$ cat src/rtl/launch_arbiter.sv
// launch_arbiter: round-robin owner of a shared enable-gated launch register.
// Each grant drives launch_en and the winner's data for one cycle, then the
// launched value is held for HOLD_CYCLES before the next arbitration.
module launch_arbiter #(
  parameter int NUM_REQ     = 4,
  parameter int DATA_W      = 4,
  parameter int HOLD_CYCLES = 2,
  parameter int CNT_W       = 8
) (
  input  logic                       clk,
  input  logic                       reset,
  input  logic [NUM_REQ-1:0]         req_valid,
  input  logic [NUM_REQ*DATA_W-1:0]  req_data,
  output logic [NUM_REQ-1:0]         req_ready,
  output logic                       launch_en,
  output logic [DATA_W-1:0]          launch_d,
  output logic [$clog2(NUM_REQ)-1:0] launch_owner,
  output logic                       busy,
  output logic [CNT_W-1:0]           launch_count
);

  localparam int PTR_W  = $clog2(NUM_REQ);
  // hold counter needs at least one bit even when HOLD_CYCLES is 1
  localparam int HCNT_W = (HOLD_CYCLES > 1) ? $clog2(HOLD_CYCLES) : 1;
  localparam logic [HCNT_W-1:0] HOLD_INIT = HCNT_W'(HOLD_CYCLES - 1);

  typedef enum logic [1:0] {
    IDLE   = 2'd0,
    LAUNCH = 2'd1,
    HOLD   = 2'd2
  } state_t;

  state_t              state, state_nxt;
  logic [PTR_W-1:0]    ptr, ptr_nxt;
  logic [HCNT_W-1:0]   hold_cnt, hold_nxt;
  logic                en_nxt;
  logic [NUM_REQ-1:0]  ready_nxt;
  logic [DATA_W-1:0]   d_nxt;
  logic [PTR_W-1:0]    owner_nxt;
  logic [CNT_W-1:0]    count_nxt;
  logic                found;
  logic [PTR_W-1:0]    win;

  // Scan last+1, last+2, ... (mod NUM_REQ) and return {found, index} of the
  // first valid requester; the last winner is therefore checked last.
  function automatic logic [PTR_W:0] pick_winner(input logic [NUM_REQ-1:0] valid,
                                                 input logic [PTR_W-1:0]   last);
    logic             hit;
    logic [PTR_W-1:0] sel;
    int               idx;
    hit = 1'b0;
    sel = '0;
    for (int off = 1; off <= NUM_REQ; off++) begin
      idx = (int'(last) + off) % NUM_REQ;
      if (!hit && valid[idx]) begin
        hit = 1'b1;
        sel = PTR_W'(idx);
      end
    end
    return {hit, sel};
  endfunction

  assign {found, win} = pick_winner(req_valid, ptr);

  // Next-state and next-output decode; every register holds unless a state acts.
  always_comb begin
    state_nxt = state;
    ptr_nxt   = ptr;
    hold_nxt  = hold_cnt;
    en_nxt    = 1'b0;
    ready_nxt = '0;
    d_nxt     = launch_d;
    owner_nxt = launch_owner;
    count_nxt = launch_count;
    case (state)
      IDLE: begin
        if (found) begin
          state_nxt      = LAUNCH;
          ptr_nxt        = win;
          owner_nxt      = win;
          d_nxt          = req_data[win*DATA_W +: DATA_W];
          en_nxt         = 1'b1;
          ready_nxt[win] = 1'b1;
        end
      end
      LAUNCH: begin
        // downstream flop captures launch_d at the end of this cycle
        state_nxt = HOLD;
        hold_nxt  = HOLD_INIT;
        count_nxt = launch_count + CNT_W'(1);
      end
      HOLD: begin
        if (hold_cnt == '0) begin
          state_nxt = IDLE;
        end else begin
          hold_nxt = hold_cnt - HCNT_W'(1);
        end
      end
      default: begin
        state_nxt = IDLE;
      end
    endcase
  end

  // State and registered outputs; reset cuts any in-flight pulse immediately.
  always_ff @(posedge clk or posedge reset) begin
    if (reset) begin
      state        <= IDLE;
      ptr          <= PTR_W'(NUM_REQ - 1);
      hold_cnt     <= '0;
      launch_en    <= 1'b0;
      req_ready    <= '0;
      launch_d     <= '0;
      launch_owner <= '0;
      launch_count <= '0;
      busy         <= 1'b0;
    end else begin
      state        <= state_nxt;
      ptr          <= ptr_nxt;
      hold_cnt     <= hold_nxt;
      launch_en    <= en_nxt;
      req_ready    <= ready_nxt;
      launch_d     <= d_nxt;
      launch_owner <= owner_nxt;
      launch_count <= count_nxt;
      busy         <= (state_nxt != IDLE);
    end
  end

endmodule

$ cat config.mk
export PLATFORM = sky130hd
export DESIGN_NAME = launch_arbiter
export DESIGN_NICKNAME = d
export VERILOG_FILES = /design/src/rtl/launch_arbiter.sv
export SDC_FILE = /design/constraint.sdc
export NUM_CORES = 1
export LEC_CHECK = 0
export CAP_MARGIN = 20
export CORE_MARGIN = 1
export CORE_UTILIZATION = 48
export DETAILED_ROUTE_END_ITERATION = 8
export PLACE_DENSITY = 0.83
export SLEW_MARGIN = 20
export SYNTH_ARGS = -nofsm -noshare
export SYNTH_HDL_FRONTEND = slang
export SYNTH_SLANG_ARGS = --single-unit
$ cat constraint.sdc
create_clock -name clk -period 3 [get_ports clk]
set_clock_uncertainty 0.05 [all_clocks]
set_input_delay 0.6 -clock clk [delete_from_list [all_inputs] [get_ports clk]]
set_output_delay 0.6 -clock clk [all_outputs]
set_load 0.02 [all_outputs]
=== Yosys cells after proc, flatten, opt, wreduce, memory -nomap -nowiden ===
Index checks and enable logic that the tools add are counted.

* Flip-flop bits (word level): 25

* Add/sub/neg operators: 6
* Magnitude comparators: 6
* Equality and inequality tests: 2
* Shift operators: 1
* Multiplexer cells: 31
* Bitwise logic cells: 4
* Reductions and logical operators: 15

{| class="wikitable"
|+ Operator list
! kind !! count
|-
| less-than comparator 3 x 4 -> 1 bit, second input constant || 4
|-
| 2-to-1 mux 1 bit || 16
|-
| variable part select 16 x 5 -> 4 bit || 1
|-
| 2-to-1 mux 2 bit || 6
|-
| adder 8 x 1 -> 8 bit, second input constant || 1
|-
| binary-select mux 1 bit (select 2 bit) || 4
|-
| 2-to-1 mux 4 bit || 2
|-
| OR reduction 2 bit || 4
|-
| case mux 2 bit (3 select lines) || 1
|-
| adder 2 x 1 -> 2 bit, second input constant || 2
|-
| adder 2 bit, second input constant || 2
|-
| bitwise AND 1 bit, first input constant || 4
|-
| logical AND 1 bit || 4
|-
| nonzero test 2 bit || 2
|-
| logical NOT 1 bit || 3
|-
| less-than comparator 2 x 3 -> 1 bit, second input constant || 1
|-
| demux 1 bit (select 2 bit) || 1
|-
| == test 2 x 1 -> 1 bit, second input constant || 1
|-
| == test 2 bit, second input constant || 1
|-
| greater-or-equal comparator 2 x 1 -> 1 bit, second input constant || 1
|-
| logical NOT 2 bit || 1
|-
| case mux 1 bit (2 select lines) || 1
|-
| AND reduction 2 bit || 1
|-
| subtractor 1 bit, second input constant || 1
|}

=== Depth between registers and ports, before layout ===
* Depth in word-level cells: 22
* Depth in mapped cells: 7

=== Worst setup path after synthesis ===
OpenSTA, ideal clock, no wires.

* Path kind: input to register
* From: input port req_valid[3]
* To: register launch_d[0]
* Library setup time: 0.123 ns
* Arrival time: 1.670 ns
* Slack: 1.157 ns
* Cell stages on the path: 5
* Buffers on the path: 0
* Cells stage by stage: mux2i_1 -> o22ai_2 -> or2_4 -> a2111o_1 -> o221a_2

* Longest elaborated chain between the ends: 14

{| class="wikitable"
|+ RTL lines
! item !! RTL line !! RTL
|-
| from (decl) || 12 || <nowiki>input logic [NUM_REQ-1:0] req_valid,</nowiki>
|-
| binary-select mux 1 bit (select 2 bit) || 55 || <nowiki>if (!hit && valid[idx]) begin</nowiki>
|-
| 2-to-1 mux 1 bit (implied by the code) (2 in series) || 55 ||
|-
| 2-to-1 mux 1 bit || 55 ||
|-
| logical NOT 1 bit || 55 ||
|-
| logical AND 1 bit || 55 ||
|-
| 2-to-1 mux 1 bit || 55 ||
|-
| logical NOT 1 bit || 55 ||
|-
| logical AND 1 bit || 55 ||
|-
| 2-to-1 mux 1 bit || 55 ||
|-
| logical NOT 1 bit || 55 ||
|-
| logical AND 1 bit || 55 ||
|-
| 2-to-1 mux 2 bit / 2-to-1 mux 1 bit (equally long branches) || 55 ||
|-
| variable part select 16 x 5 -> 4 bit / AND reduction 2 bit (equally long branches) || - ||
|-
| to (signal assigned) || 123 || <nowiki>launch_d <= d_nxt;</nowiki>
|-
| to (decl) || 16 || <nowiki>output logic [DATA_W-1:0] launch_d,</nowiki>
|}

Several ways; a longest one is shown, not always the timed one. The select of a mux whose other input is x is not followed.
A chain may end at the register's enable or synchronous reset.

=== Worst setup path after layout ===
* From: input port req_valid[0]
* To: register launch_d[2]

The elaborated chain is that of the path after synthesis.

==> summary.md <==
| Metric | Value |
|---|---|
| Endpoint class of the critical path | `register` |
| Setup bufs post-CTS | `0` |
| Clock network power share | `approximately 9.0%` |
| Antenna-violating nets left | `0` |
| Crit path max-delay family | `compound AO/OA/AOI/OAI gates` |
| Die H | `about 53 microns` |
| CP cell instances | `clkdlybuf4s50_1 -> nand2b_4 -> o22ai_2 -> or2_4 -> a2111o_1 -> o221a_2` |
| Synthesized area per cell | `roughly 11 sq um` |
| Critical-path top delay cell | `clkdlybuf4s50_1` |
| Launching point of the worst reg2reg path | `ptr[1]` |
| Status | `complete, no violations` |
| Starting DRT DRC Count | `12` |
| PwrDens | `around 950 nW/um^2` |
| Reg2Reg Depth | `5` |
| Core ar. | `about 2500 sq um` |
| Net Count, Synth | `139` |
| DR vias | `a little over 1000` |
| IO Pins | `between 40 and 50` |
| Ys Warns | `0` |
| Critical path launch point | `req_valid[0]` |
| N_diodes | `0` |
| FP Rows | `18` |
| Area grow syn2layout | `38.0%` |
| Post-synthesis adder-cell area fraction | `approximately 5.0%` |
| RSZ-0062 raised after global routing | `false` |
| Peak Freq | `0.449 GHz` |
| Die area | `roughly 2800 sq um` |
| Placed Instances | `between 150 and 200` |
| Final hold vios | `0` |
| CTS H-tree depth | `1` |
| Skew-Pair Late Insertion Delay | `around 0.32 ns` |
| Req. time, crit path | `roughly 3.2 ns` |
| Worst slew pin tran | `0.382 ns` |
| Share of cells above drive strength 1 | `between 10% and 20%` |
| Sw Pwr | `0.672 mW` |
| Synth Cell Area | `~1300 sq um` |
| Drt wl/cell | `14.4 microns` |
| Final std cells w/o fill | `approximately 190` |
| VDD IR max | `0.000638 V` |
| Mux contribution to synthesized area | `about 5.3%` |
| Clock transition at path regs | `around 0.12 ns` |
| Gr usage total | `a little over a fifth` |
| Compound-Gate Fraction of Synth Area | `around 16%` |
| Die W | `around 53 microns` |
| Grt ovf | `0` |
| Reg2Reg Capture Point | `launch_d[2]` |
| Clk sinks | `25` |
| Critical Path End | `launch_d[2]` |
| WS Path Type | `input port to register` |
| Synth Area in XOR/XNOR | `4.87%` |
| Hold wc startpoint | `launch_count[7]` |
| Post-synthesis sequential area ratio | `around half` |
| # nets final | `around 190` |
| Combinational power share | `between 50% and 60%` |
| TNS Setup | `0 ns` |
| Initial antenna violation count | `0` |
| Final setup viols | `0` |
| Num CTS Buffers | `3` |
| Fill count | `about 190` |
| # DRC | `0` |
| Nature of the critical path startpoint | `input port` |
| DR pass1 iterations | `4` |
| Clk buf depth | `2` |
| Synth Area in Simple Gates | `16.5%` |
| IO Port Bufs | `between 40 and 50` |
| Final Cycle Share | `between 70% and 80%` |
| Placer's final routability congestion estimate | `~0.74` |
| Buf/Inv on CP | `1` |
| Hold slack final | `approximately 0.43 ns` |
| CP Depth | `6` |
| CTS resizes | `0` |
| Library cells used by synthesis | `36` |
| Worst Hold Class | `register to register` |
| Starting density of the core | `roughly half` |
| CTS tree | `built` |
| Switching power share of the total | `about two fifths` |
| Minimum clock period | `between 2 and 2.5 ns` |
| Root Driver | `clkbuf_4` |
| First-pass GRT wire length | `around 4300 microns` |
| Max stage delay on crit path | `0.58 ns` |
| Max Cap Viol | `0` |
| Crit path DAT | `2.39 ns` |
| #FFs+latches synth | `25` |
| Internal | `roughly 0.97 mW` |
| Crit path max fanout | `7` |
| Vias in the first global route | `936` |
| # hold bufs at CTS | `0` |
| Post-Synthesis Cells | `112` |
| Flop2flop setup slack | `0.98 ns` |
| Final wirelength | `2700 microns` |
| Final HPWL DP | `2100 microns` |
| Rel. slew slack | `roughly three quarters` |
| Slew Viols, Final | `0` |
| Drt via density | `5.48` |
| Largest net degree at the start of global routing | `26` |
| Largest family of logic cells by synthesized area | `simple AND/OR/NAND/NOR gates` |
| Flop pwr share | `approximately 37%` |
| Leakage | `~0.73 nW` |
cell families (layout without fill, tap and decap cells):
family          count (synthesis)  after routing
mux                             6              6
simple gates                   38             38
flops                          25             25
xor+xnor                        7              7
buf+inv                         7             52
compound gates                 24             24
fa+ha+maj                       5              5
stage by stage:
stage | instance area, sq um | power (mW) | worst slack, ns | utilization (%)
final | 1740 | 1.65 | 0.772 | 70.1
after CTS | 1740 | 1.65 | 0.790 | 70.1
after floorplan | 1260 | 1.14 | 1.16 | -
after global routing | 1740 | 1.76 | 0.710 | 70.1
after global placement | 1710 | 1.46 | 0.505 | 69.0
after detailed placement | 1710 | 1.50 | 0.449 | 69.0
layer usage:
metal / share of wire [%] / track usage (%)
met4: 1.6 / 7.89
met3: 3.4 / 3.45
met2: 50 / 35.6
met5: 0 / 0
met1: 45 / 27.3
cells in the final DEF (no fill, tap or decap), types with 5 or more instances in the layout:
| master | n |
|---|---|
| clkdlybuf4s50_1 | 41 |
| dfrtp_1 | 23 |
| nor2_1 | 10 |
| nand2_1 | 8 |
| inv_1 | 5 |
| a21oi_1 | 5 |
| ha_1 | 5 |
layout make-up:
cell class	count	area, sq um	area share (%)
Inverter	6	22.5	1.30
Timing Repair Buffer	42	418	24.1
Clock buffer	4	26.3	1.51
Sequential cell	25	628	36.2
Tap cell	30	37.5	2.16
Multi-Input combinational cell	80	604	34.8
flip-flops by register name, indices dropped and copies added (netlist names):
name / flops
launch_d: 4
hold_cnt: 1
launch_owner: 2
busy: 1
launch_count: 8
ptr: 2
launch_en: 1
state: 2
req_ready: 4
synthesized netlist by cell type:
master / instances / area share [%]
nor2_2: 1 / 0.50
o21a_1: 2 / 1.2
a21bo_2: 1 / 0.80
or3_1: 1 / 0.50
a21oi_1: 5 / 2.0
mux2i_1: 1 / 0.80
nand2b_4: 1 / 1.1
or2b_1: 1 / 0.60
nand2_1: 8 / 2.4
inv_1: 5 / 1.5
or2_4: 1 / 0.70
and3_1: 1 / 0.50
dfstp_2: 2 / 4.2
o221a_2: 4 / 3.6
nor3_2: 1 / 0.80
o21ai_0: 3 / 1.2
nor4_1: 1 / 0.50
xor2_1: 3 / 2.1
a2111o_1: 4 / 3.6
dfrtp_1: 23 / 46
nand2b_1: 2 / 0.99
xnor2_1: 4 / 2.8
a31oi_1: 1 / 0.50
ha_1: 5 / 5.0
nor2_1: 10 / 3.0
nand3_1: 4 / 1.6
a22o_1: 1 / 0.70
o22ai_2: 1 / 0.99
mux2_1: 4 / 3.6
a211oi_1: 1 / 0.60
nand4_1: 2 / 0.99
clkinv_1: 1 / 0.30
clkbuf_1: 1 / 0.30
mux2_2: 1 / 0.89
nor3b_1: 4 / 2.4
a21oi_4: 1 / 1.3
power groups by stage:
stage	Combinational, mW	Clock [mW]	Sequential (mW)
floorplan	0.413	0	0.728
global placement	0.852	0	0.610
detailed placement	0.885	0	0.617
CTS	0.888	0.152	0.613
global route	0.956	0.167	0.633
finish	0.885	0.148	0.614
how the worst min path moves through the flow:
stage	end	slack [ns]	depth (start not counted)
floorplan	hold_cnt	0.47	2
global placement	launch_count[7]	0.41	1
detailed placement	launch_count[7]	0.42	1
CTS	launch_count[7]	0.44	1
global route	launch_count[7]	0.46	1
finish	launch_count[7]	0.43	1
Power figures use the tool's default switching activity.
